[config.mk]
export PLATFORM = sky130hd
export DESIGN_NAME = mux_pipe_arb_flat
export DESIGN_NICKNAME = d
export VERILOG_FILES = /design/src/rtl/mux_pipe_arb_if.sv /design/src/rtl/mux_pipe_arb.sv /design/src/flat_wrapper.sv
export SDC_FILE = /design/constraint.sdc
export NUM_CORES = 1
export LEC_CHECK = 0
export CAP_MARGIN = 20
export CORE_ASPECT_RATIO = 1.1
export CORE_MARGIN = 8
export CORE_UTILIZATION = 33
export CTS_BUF_LIST = sky130_fd_sc_hd__clkbuf_4
export DETAILED_ROUTE_END_ITERATION = 12
export PLACE_DENSITY = 0.91
export REMOVE_ABC_BUFFERS = 1
export SLEW_MARGIN = 25
export SYNTH_ARGS = -nofsm -noshare
export SYNTH_HDL_FRONTEND = slang
export SYNTH_SLANG_ARGS = --single-unit
[constraint.sdc]
create_clock -name clk -period 1.6 [get_ports clk]
set_input_delay 0.24 -clock clk [delete_from_list [all_inputs] [get_ports clk]]
set_output_delay 0.24 -clock clk [all_outputs]
set_load 0.01 [all_outputs]
[src/rtl/mux_pipe_arb_if.sv]
// mux_pipe_arb_if: producer/consumer bundle for the mux_pipe_arb selector.
// Ports: in_data/in_valid/in_ready (producers), sig (select), out/out_valid/out_ready/out_src (consumer).
interface mux_pipe_arb_if #(
    parameter int WIDTH = 64,
    parameter int N_IN  = 4,
    parameter int SEL_W = (N_IN > 1) ? $clog2(N_IN) : 1
);
    logic [N_IN*WIDTH-1:0] in_data;
    logic [N_IN-1:0]       in_valid;
    logic [N_IN-1:0]       in_ready;
    logic [SEL_W-1:0]      sig;
    logic [WIDTH-1:0]      out;
    logic                  out_valid;
    logic                  out_ready;
    logic [SEL_W-1:0]      out_src;

    modport master (
        output in_data,
        output in_valid,
        output sig,
        output out_ready,
        input  in_ready,
        input  out,
        input  out_valid,
        input  out_src
    );

    modport slave (
        input  in_data,
        input  in_valid,
        input  sig,
        input  out_ready,
        output in_ready,
        output out,
        output out_valid,
        output out_src
    );
endinterface

[src/rtl/mux_pipe_arb.sv]
// mux_pipe_arb: registered N:1 selector with valid/ready per input, explicit or round-robin pick.
// Ports: clk, rst (sync, active-high), bus (slave side of mux_pipe_arb_if).
module mux_pipe_arb #(
    parameter int WIDTH = 64,
    parameter int N_IN  = 4,
    parameter int MODE  = 0,
    parameter int SEL_W = (N_IN > 1) ? $clog2(N_IN) : 1
) (
    input  logic          clk,
    input  logic          rst,
    mux_pipe_arb_if.slave bus
);

    if (N_IN < 2 || N_IN > 16) begin : g_bad_n
        $error("mux_pipe_arb: N_IN out of range");
    end

    logic [WIDTH-1:0] r_out;
    logic             r_out_valid;
    logic [SEL_W-1:0] r_out_src;
    logic [SEL_W-1:0] r_ptr;

    logic             w_ld;
    logic             w_hit;
    logic             w_hit_lo;
    logic             w_hit_hi;
    logic [SEL_W-1:0] w_idx_lo;
    logic [SEL_W-1:0] w_idx_hi;
    logic [SEL_W-1:0] w_gidx;
    logic [N_IN-1:0]  w_grant;
    logic [N_IN-1:0]  w_rdy;
    logic             w_xfer;
    logic [WIDTH-1:0] w_data;
    logic [SEL_W-1:0] w_ptr_nxt;

    // Output stage can take an item when empty or draining this cycle.
    assign w_ld = !r_out_valid || bus.out_ready;

    // Round-robin search split in two: the lowest valid index at or above
    // ptr wins; failing that, the lowest valid index below ptr (wrap).
    // Descending loops leave the lowest matching index in the result.
    always_comb begin
        w_hit_lo = 1'b0;
        w_hit_hi = 1'b0;
        w_idx_lo = '0;
        w_idx_hi = '0;
        for (int i = N_IN - 1; i >= 0; i--) begin
            if (bus.in_valid[i]) begin
                if (SEL_W'(i) < r_ptr) begin
                    w_hit_lo = 1'b1;
                    w_idx_lo = SEL_W'(i);
                end else begin
                    w_hit_hi = 1'b1;
                    w_idx_hi = SEL_W'(i);
                end
            end
        end
    end

    always_comb begin
        w_hit  = 1'b0;
        w_gidx = '0;
        if (MODE == 0) begin
            // Out-of-range select grants nobody.
            w_hit  = {1'b0, bus.sig} < (SEL_W + 1)'(N_IN);
            w_gidx = bus.sig;
        end else if (w_hit_hi) begin
            w_hit  = 1'b1;
            w_gidx = w_idx_hi;
        end else if (w_hit_lo) begin
            w_hit  = 1'b1;
            w_gidx = w_idx_lo;
        end
    end

    always_comb begin
        w_grant = '0;
        for (int i = 0; i < N_IN; i++) begin
            w_grant[i] = w_hit && (w_gidx == SEL_W'(i));
        end
    end

    always_comb begin
        w_data = '0;
        for (int i = 0; i < N_IN; i++) begin
            if (w_grant[i]) begin
                w_data = bus.in_data[i*WIDTH +: WIDTH];
            end
        end
    end

    // Reset masks ready so producers never see a handshake that is discarded.
    assign w_rdy     = w_grant & {N_IN{w_ld && !rst}};
    assign w_xfer    = |(bus.in_valid & w_rdy);
    assign w_ptr_nxt = (w_gidx == SEL_W'(N_IN - 1)) ? '0 : w_gidx + 1'b1;

    always_ff @(posedge clk) begin
        if (rst) begin
            r_out       <= '0;
            r_out_valid <= 1'b0;
            r_out_src   <= '0;
            r_ptr       <= '0;
        end else begin
            if (w_xfer) begin
                r_out       <= w_data;
                r_out_src   <= w_gidx;
                r_out_valid <= 1'b1;
                if (MODE != 0) begin
                    r_ptr <= w_ptr_nxt;
                end
            end else if (bus.out_ready) begin
                r_out_valid <= 1'b0;
            end
        end
    end

    assign bus.in_ready  = w_rdy;
    assign bus.out       = r_out;
    assign bus.out_valid = r_out_valid;
    assign bus.out_src   = r_out_src;

endmodule

[src/flat_wrapper.sv]
// flat-port wrapper written by rule: the top's interface ports become plain ports
module mux_pipe_arb_flat 
#(
    parameter int WIDTH = 64,
    parameter int N_IN  = 4,
    parameter int MODE  = 0,
    parameter int SEL_W = (N_IN > 1) ? $clog2(N_IN) : 1
)
  (clk, rst, bus_in_data, bus_in_valid, bus_sig, bus_out_ready, bus_in_ready, bus_out, bus_out_valid, bus_out_src);
  mux_pipe_arb_if #(.WIDTH(WIDTH), .N_IN(N_IN), .SEL_W(SEL_W)) bus_i ();
  input  logic clk;
  input  logic rst;
  input wire logic [$bits(bus_i.in_data)-1:0] bus_in_data;
  input wire logic [$bits(bus_i.in_valid)-1:0] bus_in_valid;
  input wire logic [$bits(bus_i.sig)-1:0] bus_sig;
  input wire logic [$bits(bus_i.out_ready)-1:0] bus_out_ready;
  output wire logic [$bits(bus_i.in_ready)-1:0] bus_in_ready;
  output wire logic [$bits(bus_i.out)-1:0] bus_out;
  output wire logic [$bits(bus_i.out_valid)-1:0] bus_out_valid;
  output wire logic [$bits(bus_i.out_src)-1:0] bus_out_src;
  assign bus_i.in_data = bus_in_data;
  assign bus_i.in_valid = bus_in_valid;
  assign bus_i.sig = bus_sig;
  assign bus_i.out_ready = bus_out_ready;
  assign bus_in_ready = bus_i.in_ready;
  assign bus_out = bus_i.out;
  assign bus_out_valid = bus_i.out_valid;
  assign bus_out_src = bus_i.out_src;
  mux_pipe_arb #(.WIDTH(WIDTH), .N_IN(N_IN), .MODE(MODE), .SEL_W(SEL_W)) u_core (.clk(clk), .rst(rst), .bus(bus_i));
endmodule
# [Word level (Yosys, flattened, before mapping)]
# Index checks and enable logic that the tools add are counted.
[totals] reg_bits=67 latch_bits=0 ram_bits=0 romBits=0 inputBits=265 output_inout_bits=71 memories=0
[classes] n_addsub=0 multipliers=0 div_mod_pow=0 order_cmp=0 eq_ne=3 shift=0 n_mux=6 n_bitwise=2 n_reduce_logical=7
[op_table] op="64-bit two-way mux" count=4
[op_table] op="4-bit bitwise AND" count=2
[op_table] op="2-bit equality test, second input constant" count=2
[op_table] op="4-bit OR reduction" count=1
[op_table] op="2-bit by 1-bit equality test with 1-bit output, second input constant" count=1
[op_table] op="1-bit logical NOT" count=2
[op_table] op="2-bit logical NOT" count=1
[op_table] op="1-bit two-way mux" count=2
[op_table] op="2-bit nonzero test" count=1
[op_table] op="1-bit logical AND" count=1
[op_table] op="1-bit logical OR" count=1

# [Depth between registers and ports, before layout]
# Gate-level depths: netlist of run 1.
[logic_depth] ltp_word=7 mapped_depth=7 mapped_depth_nobuf=3

# [Worst setup path before layout of run 1]
# No wires, ideal clock.
[synth_timing] kind="input port to flip-flop" startpoint="input bus_sig[0]" endpoint="register u_core.r_out[35] (netlist: u_core.bus.out[35])" setup_time_ns=0.070 arrival_ns=1.523 setup_slack_ns=0.006 path_stages=7 path_buffers=4 cell_sequence="buf_6 mux4_2 buf_2 buf_6 buf_6 a31o_1 a21oi_1"
[synth_between] elab_chain_cells=5
[synth_rtl] element="start: declaration" line_no="flat_wrapper.sv:15" rtl="input wire logic [$bits(bus_i.sig)-1:0] bus_sig;"
[synth_rtl] element="2-bit logical NOT" line_no="mux_pipe_arb.sv:79" rtl="w_grant[i] = w_hit && (w_gidx == SEL_W'(i));"
[synth_rtl] element="64-bit two-way mux (4 in series)" line_no="mux_pipe_arb.sv:86" rtl="if (w_grant[i]) begin"
[synth_rtl] element="end signal: assignment" line_no="mux_pipe_arb.sv:105" rtl="r_out <= w_data;"
[synth_rtl] element="end: declaration" line_no="mux_pipe_arb.sv:18" rtl="logic [WIDTH-1:0] r_out;"
# Several ways; a longest one is shown, not always the timed one.
# A chain may end at the register's enable or synchronous reset.

# [Worst setup path in the final report of run 1]
[layout_timing] startpoint="input bus_out_ready" endpoint="output bus_in_ready[0]"
[layout_between] elab_chain_cells=3
[layout_rtl] element="start: declaration" line_no="flat_wrapper.sv:16" rtl="input wire logic [$bits(bus_i.out_ready)-1:0] bus_out_ready;"
[layout_rtl] element="1-bit logical OR" line_no="mux_pipe_arb.sv:37" rtl="assign w_ld = !r_out_valid || bus.out_ready;"
[layout_rtl] element="1-bit logical AND" line_no="mux_pipe_arb.sv:93" rtl="assign w_rdy = w_grant & {N_IN{w_ld && !rst}};"
[layout_rtl] element="4-bit bitwise AND" line_no="mux_pipe_arb.sv:93"
[layout_rtl] element="end: declaration" line_no="flat_wrapper.sv:17" rtl="output wire logic [$bits(bus_i.in_ready)-1:0] bus_in_ready;"
# No other way between the ends.

==> flow_summary.yaml, run 1 <==
run_status:
  status: "complete, but fails checks"
  violations: "setup timing"
clock_tree:
  clock_sinks: 67
  clk_latency_ns: 0.40
  cts-root-buf: "clkbuf_4"
  clk_path_buf_depth: 2
  cts_tree: "built"
  cts_max_level: 3
  numCtsBuffers: 9
  clk_pin_slew_ns: 0.11
  cts_hold_buf: 0
synthesis:
  synth-seq-area-share: 0.283
  synth.mux.area_fraction: 0.312
  synth_xor_area_frac: 0
  ys_ff_latch: 67
  synthSimpleGateAreaFrac: 0.0954
  synth_compound_area_frac: 0.193
  synth_top_area_cell: "mux4_2"
  synth_cells: 472
  synth_top_family_by_area: "multiplexers"
  synth_top_area_frac: 0.309
  synth_area_leaders: "mux4_2 31%, dfxtp_1 28%, a31o_2 9.6%, nand4_1 8.6%, a21oi_1 7.0%"
  synthesis.area_sq_um: 4730
  syn_area_per_cell_sq_um: 10.0
  post_synth_fa_ha_maj_area_fraction: 0
  yosys_warnings: 0
  ys_types: 21
sta:
  period_minus_slack_ns: 1.76
  hold_viol_final: 0
  rsz0062_at_grt: "yes"
  slew_headroom: 0.475
  setup_violations: 2
  hold-worst-slack_ns: 0.188
  period_share: 1.10
  maxSlewViolCount: 0
  finalClockSkew_ns: 0.0118
  fin_ws_ns: -0.155
  tightest_slew_ns: 0.788
  fmax_ghz: 0.570
placement:
  port_buffers: 335
  hpwl_microns: 15200
  dpl_cell_area_sq_um: 8250
  routabilityCongestion: 0.760
  dp.cells: 951
worst_hold_path:
  holdCritStartpoint: "bus_in_valid[0]"
  min_path_type: "in2reg"
  hold_end: "u_core.bus.out_src[1]"
  hold_depth: 3
routing:
  drt-total-wl_microns: 22100
  post_drt_wl_per_cell_microns: 22.3
  drc: 0
  viasPerCell: 5.53
  drtIter0Drc: 365
  dr.pass1.iters: 4
  ant_nets: 0
  vias: 5481
cells_and_area:
  fin_nets: 1058
  final_area_sq_um: 8990
  instances_no_fill: 992
  layout-drive-gt1-share: 0.241
  syn_to_final_growth_pct: 89.9
power:
  vdd_drop_max_mv: 0.343
  power_density_nw_per_um2: 563
  power_uw: 5060
  power_leakage_uw: 0.00377
floorplan:
  coreArea_sq_um: 14200
  initial_core_util: 0.333
  die_w_microns: 130
  dieArea_sq_um: 18400
  die_h_microns: 142
  num_rows: 46
  ios: 336
worst_setup_path:
  r2r.worst_path.cells: 6
  crit_buf_inv: 3
  cp_data_required_time_ns: 1.36
  cp_slowest_cell: "clkdlybuf4s50_1"
  path_max_fanout: 3
  worstPathArrival_ns: 1.52
  rrSetupSlack_ns: 0.06
  critPathLaunchType: "primary input"
  crit_path_max_incr_delay_ns: 0.46
  path_class: "in2out"
  path_cells: "clkdlybuf4s50_1 > nand2b_4 > nor3b_4 > buf_6 > nor2b_1 > buf_2"
  crit-reg2reg-launch: "u_core.bus.out_valid"
  r2r_end: "u_core.bus.out[56]"
  cp_top_family: "buffers and inverters"
  worstSetupEndpointType: "output port"
global_route:
  grt_pass1_vias: 5989
  grt_max_degree: 70
  grtUsageTotal: 0.229
  antenna_found_initial: 4
  grt_overflow: 0
  grt_pass1_wl_microns: 32400
run:
  max-cap-violations: 0
[what timing repair did]
| item | CTS | global route |
|---|---|---|
| resized for setup | 73 | 40 |
| setup buffers | 7 | 1 |
| pin swaps | 9 | 3 |
| setup endpoints to repair | 89 | 69 |
| cloned | 14 | 2 |
| hold endpoints to repair | 0 | 0 |
[routing by layer]
metal,vias up,GRT usage,wire length [microns]
li1,2482,-,-
met1,2620,0.240,7640
met2,329,0.407,11300
met3,48,0.0732,2340
met4,2,0.102,752
met5,-,0,10
[stage by stage]
stage / worst slack, ns / utilization / TNS (ns)
floorplan: -1.87 / - / -112.04
global placement: -0.594 / 0.580 / -30.65
detailed placement: -0.619 / 0.580 / -33.55
CTS: -0.244 / 0.622 / -0.411
global route: -0.239 / 0.633 / -0.556
finish: -0.155 / 0.633 / -0.290
[worst max-delay path by stage]
stage | from | endpoint | slack [ns] | cells after the start
after floorplan | bus_out_ready | bus_in_ready[0] | -1.87 | 3
after global placement | bus_out_ready | bus_in_ready[2] | -0.59 | 5
after detailed placement | bus_out_ready | bus_in_ready[2] | -0.62 | 5
after CTS | u_core.bus.out_valid | bus_in_ready[0] | -0.24 | 6
after global routing | u_core.bus.out_valid | bus_in_ready[0] | -0.24 | 5
final | bus_out_ready | bus_in_ready[0] | -0.16 | 6
[cell usage in the layout (no fill, tap or decap), types with 2 or more instances in the layout]
cell type        count
clkbuf_16            2
clkdlybuf4s15_1      2
a31o_4               2
buf_8                2
buf_12               5
clkinv_2             3
bufbuf_16            2
nand4_1             65
buf_4               16
clkbuf_4            11
a31o_1              13
buf_16              15
buf_6                2
clkdlybuf4s50_1    270
dfxtp_1             66
diode_2              3
dlygate4sd2_1       23
inv_1               66
mux4_2              64
dlymetal6s2s_1      31
buf_2                6
clkbuf_2             2
a21oi_2              4
a31o_2              50
a21oi_1             62
[report_power, final]
part	internal, uW	leakage (uW)	switching (uW)	total, uW
combinational	1440	0.00316	851	2290
clock	335	0.0000639	603	937
sequential	1780	0.000548	54.5	1840
total	3550	0.00377	1510	5060
[cells in the mapped netlist]
cell type and n:
nor3b_1 1, mux2_2 1, nand4_1 65, clkbuf_1 43, buf_1 8, a31o_2 52, buf_6 4, a31o_1 13
a211oi_1 1, dfxtp_1 67, and4_1 1, nor2b_1 1, a21oi_1 66, mux4_2 65, a31oi_1 1, inv_1 66
inv_2 1, buf_2 13, and4b_1 1, nand2b_1 1, and2_1 1
[registers in the layout, summed over array words and instances (netlist names)]
| register | cells |
|---|---|
| u_core.bus.out_valid | 1 |
| u_core.bus.out | 64 |
| u_core.bus.out_src | 2 |
[cell families (layout without fill, tap and decap cells)]
logic type             after synthesis  count (layout)
buffers and inverters              135             460
AO/OA/AOI/OAI                      133             133
AND/OR/NAND/NOR                     71              71
flip-flops                          67              67
multiplexers                        66              66
other                                0               3
[worst min-delay path, stage by stage]
cell	delay [ns]
clkbuf_2	0.10
mux2_2	0.15
a211oi_1	0.06
[cell type report]
| type | instances | area, sq um |
|---|---|---|
| diodes | 3 | 7.51 |
| clock buffers | 11 | 82.6 |
| clock inverters | 4 | 18.8 |
| fillers | 1129 | 5220 |
| inverters | 67 | 254 |
| multi-input cells | 270 | 2890 |
| flip-flops and latches | 67 | 1340 |
| well taps | 192 | 240 |
| repair buffers | 378 | 4150 |
Note: power is estimated with default switching activity, not from simulation.
==> run 2: changes to the inputs <==
--- a/config.mk
+++ b/config.mk
@@ -6,14 +6,13 @@
 export NUM_CORES = 1
 export LEC_CHECK = 0
 export CAP_MARGIN = 20
-export CORE_ASPECT_RATIO = 1.1
-export CORE_MARGIN = 8
-export CORE_UTILIZATION = 33
+export CORE_AREA = 2 2 131 133
 export CTS_BUF_LIST = sky130_fd_sc_hd__clkbuf_4
 export DETAILED_ROUTE_END_ITERATION = 12
-export PLACE_DENSITY = 0.91
+export DIE_AREA = 0 0 133 135
+export PLACE_DENSITY = 0.82
 export REMOVE_ABC_BUFFERS = 1
-export SLEW_MARGIN = 25
+export SLEW_MARGIN = 15
 export SYNTH_ARGS = -nofsm -noshare
 export SYNTH_HDL_FRONTEND = slang
 export SYNTH_SLANG_ARGS = --single-unit
==> flow_summary.yaml, run 2 (synthesized netlist as in run 1, its figures left out) <==
run_status:
  status: "complete, but fails checks"
  violations: "setup timing"
routing:
  drtIter0Drc: 173
  dr.pass1.iters: 5
  drt-total-wl_microns: 18600
  vias: 5211
  post_drt_wl_per_cell_microns: 18.3
  ant_nets: 0
  viasPerCell: 5.15
  drc: 0
cells_and_area:
  largest_register_ffs: 64
  syn_to_final_growth_pct: 83.8
  mostFrequentLayoutCells: "257 x clkdlybuf4s50_1, 66 x inv_1, 66 x dfxtp_1, 65 x nand4_1"
  layout-drive-gt1-share: 0.233
  fill_cells: 1468
  final_core_util: 0.530
  mostFrequentLayoutCell: "clkdlybuf4s50_1"
  multi_input_area_sq_um: 2890
  final_area_sq_um: 8700
  fin_nets: 1051
  regArea_sq_um: 1340
placement:
  hpwl_microns: 12900
  routabilityCongestion: 0.731
  port_buffers: 335
  dpl_cell_area_sq_um: 8300
  post-place-ws_ns: -0.499
global_route:
  antenna_found_initial: 1
  grtUsageTotal: 0.181
  grt_pass1_vias: 4965
  grt_overflow: 0
  grt_max_degree: 68
  grt_pass1_wl_microns: 25600
floorplan:
  dieArea_sq_um: 18000
  coreArea_sq_um: 16400
  die_h_microns: 135
  num_rows: 47
  initial_core_util: 0.289
  ios: 336
  die_w_microns: 133
worst_setup_path:
  critPathLaunchType: "primary input"
  path_cells: "clkdlybuf4s50_1 > nand2b_4 > nor3b_4 > nor2b_4 > buf_6"
  cp_data_required_time_ns: 1.36
  cp_slowest_cell: "clkdlybuf4s50_1"
  crit_buf_inv: 2
  path_class: "in2out"
  crit-reg2reg-launch: "u_core.bus.out_valid"
  worstSetupStartpoint: "bus_out_ready"
  worstPathArrival_ns: 1.42
  path_max_fanout: 3
  worstSetupEndpointType: "output port"
  cp_top_family: "simple AND/OR/NAND/NOR gates"
  crit_path_max_incr_delay_ns: 0.49
power:
  seqPwrFrac: 0.352
  switching_share: 0.293
  power_leakage_uw: 0.00340
  power_frac_comb: 0.394
  clkPwrFrac: 0.254
  p_int_uw: 3680
  switching_power_uw: 1530
  vdd_drop_max_mv: 0.406
  power_density_nw_per_um2: 599
  power_uw: 5210
sta:
  fmax_ghz: 0.601
  rsz0062_at_grt: "yes"
  maxSlewViolCount: 0
  period_share: 1.04
  period_minus_slack_ns: 1.66
  tightest_slew_ns: 0.776
  slew_headroom: 0.482
  finalClockSkew_ns: 0.0224
  setup_violations: 3
  fin_ws_ns: -0.0634
  hold_viol_final: 0
clock_tree:
  cts_max_level: 3
  clk_pin_slew_ns: 0.12
  cts-root-buf: "clkbuf_4"
  cts_tree: "built"
  clk_latency_ns: 0.44
  clk_path_buf_depth: 2
  clock_sinks: 67
  numCtsBuffers: 9
worst_hold_path:
  holdCritStartpoint: "bus_in_valid[1]"
  min_path_type: "in2reg"
run:
  max-cap-violations: 0
[run 2: changes by cell type in the layout (fill, tap and decap cells not counted), sizes merged]
cell           change
dlymetal6s2s      -22
bufbuf             -2
buf                -8
diode              -2
clkbuf             -1
bufinv             +2
clkinvlp           +3
clkdlybuf4s50     -13
clkdlybuf4s15      -2
clkinv             -2
dlygate4sd2       +39
[run 2: timing repair]
action,4_1_cts,5_1_grt
buffers inserted,0,5
resized for setup,82,24
setup endpoints to repair,66,58
hold buffers,0,0
gates cloned,0,8
pin swaps,2,4
[run 2: area by class of cell]
cell class	instances	area share
multi-input combinational	270	0.333
tap	220	0.0316
clock inverter	7	0.0106
inverter	67	0.0292
timing repair buffer	371	0.434
sequential	67	0.154
clock buffer	9	0.00777
antenna	1	0.000288
[run 2: final timing paths]
path                           endpoint  slack, ns  cells past startpoint
setup reg to reg  u_core.bus.out_src[1]       0.10                      5
setup / recovery        bus_in_ready[0]      -0.06                      5
hold / removal    u_core.bus.out_src[1]       0.21                      3
hold reg to reg       u_core.bus.out[3]       0.53                      3
[run 2: worst reg2reg max path: stages, from the launching register on]
cell	delay [ns]
dfxtp_2	0.35
nand2b_4	0.08
buf_4	0.13
buf_6	0.38
a31oi_1	0.21
a211oi_1	0.27
[run 2: per-stage QoR]
| stage | hold slack (ns) | TNS [ns] | std cells |
|---|---|---|---|
| CTS | 0.185 | -0.290 | 998 |
| detailed placement | 0.521 | -32.21 | 983 |
| floorplan | 0.309 | -112.04 | 404 |
| global placement | 0.514 | -29.01 | 983 |
| finish | 0.208 | -0.161 | 1012 |
| global route | 0.192 | -0.451 | 1012 |
[run 2: per-layer routing]
layer | up-vias | wire length [microns] | global-route usage
met5 | - | 0 | 0
met3 | 21 | 1480 | 0.0477
met2 | 237 | 9680 | 0.335
met4 | 0 | 282 | 0.0627
li1 | 2460 | - | -
met1 | 2493 | 7110 | 0.200
[run 2: power by group through the flow]
stage / Sequential, uW / Combinational [uW] / Clock [uW]
final: 1830 / 2050 / 1330
after global routing: 1850 / 2200 / 1450
after CTS: 1830 / 1870 / 1390
after detailed placement: 1870 / 1930 / 0
after global placement: 1870 / 1910 / 0
after floorplan: 1930 / 681 / 0
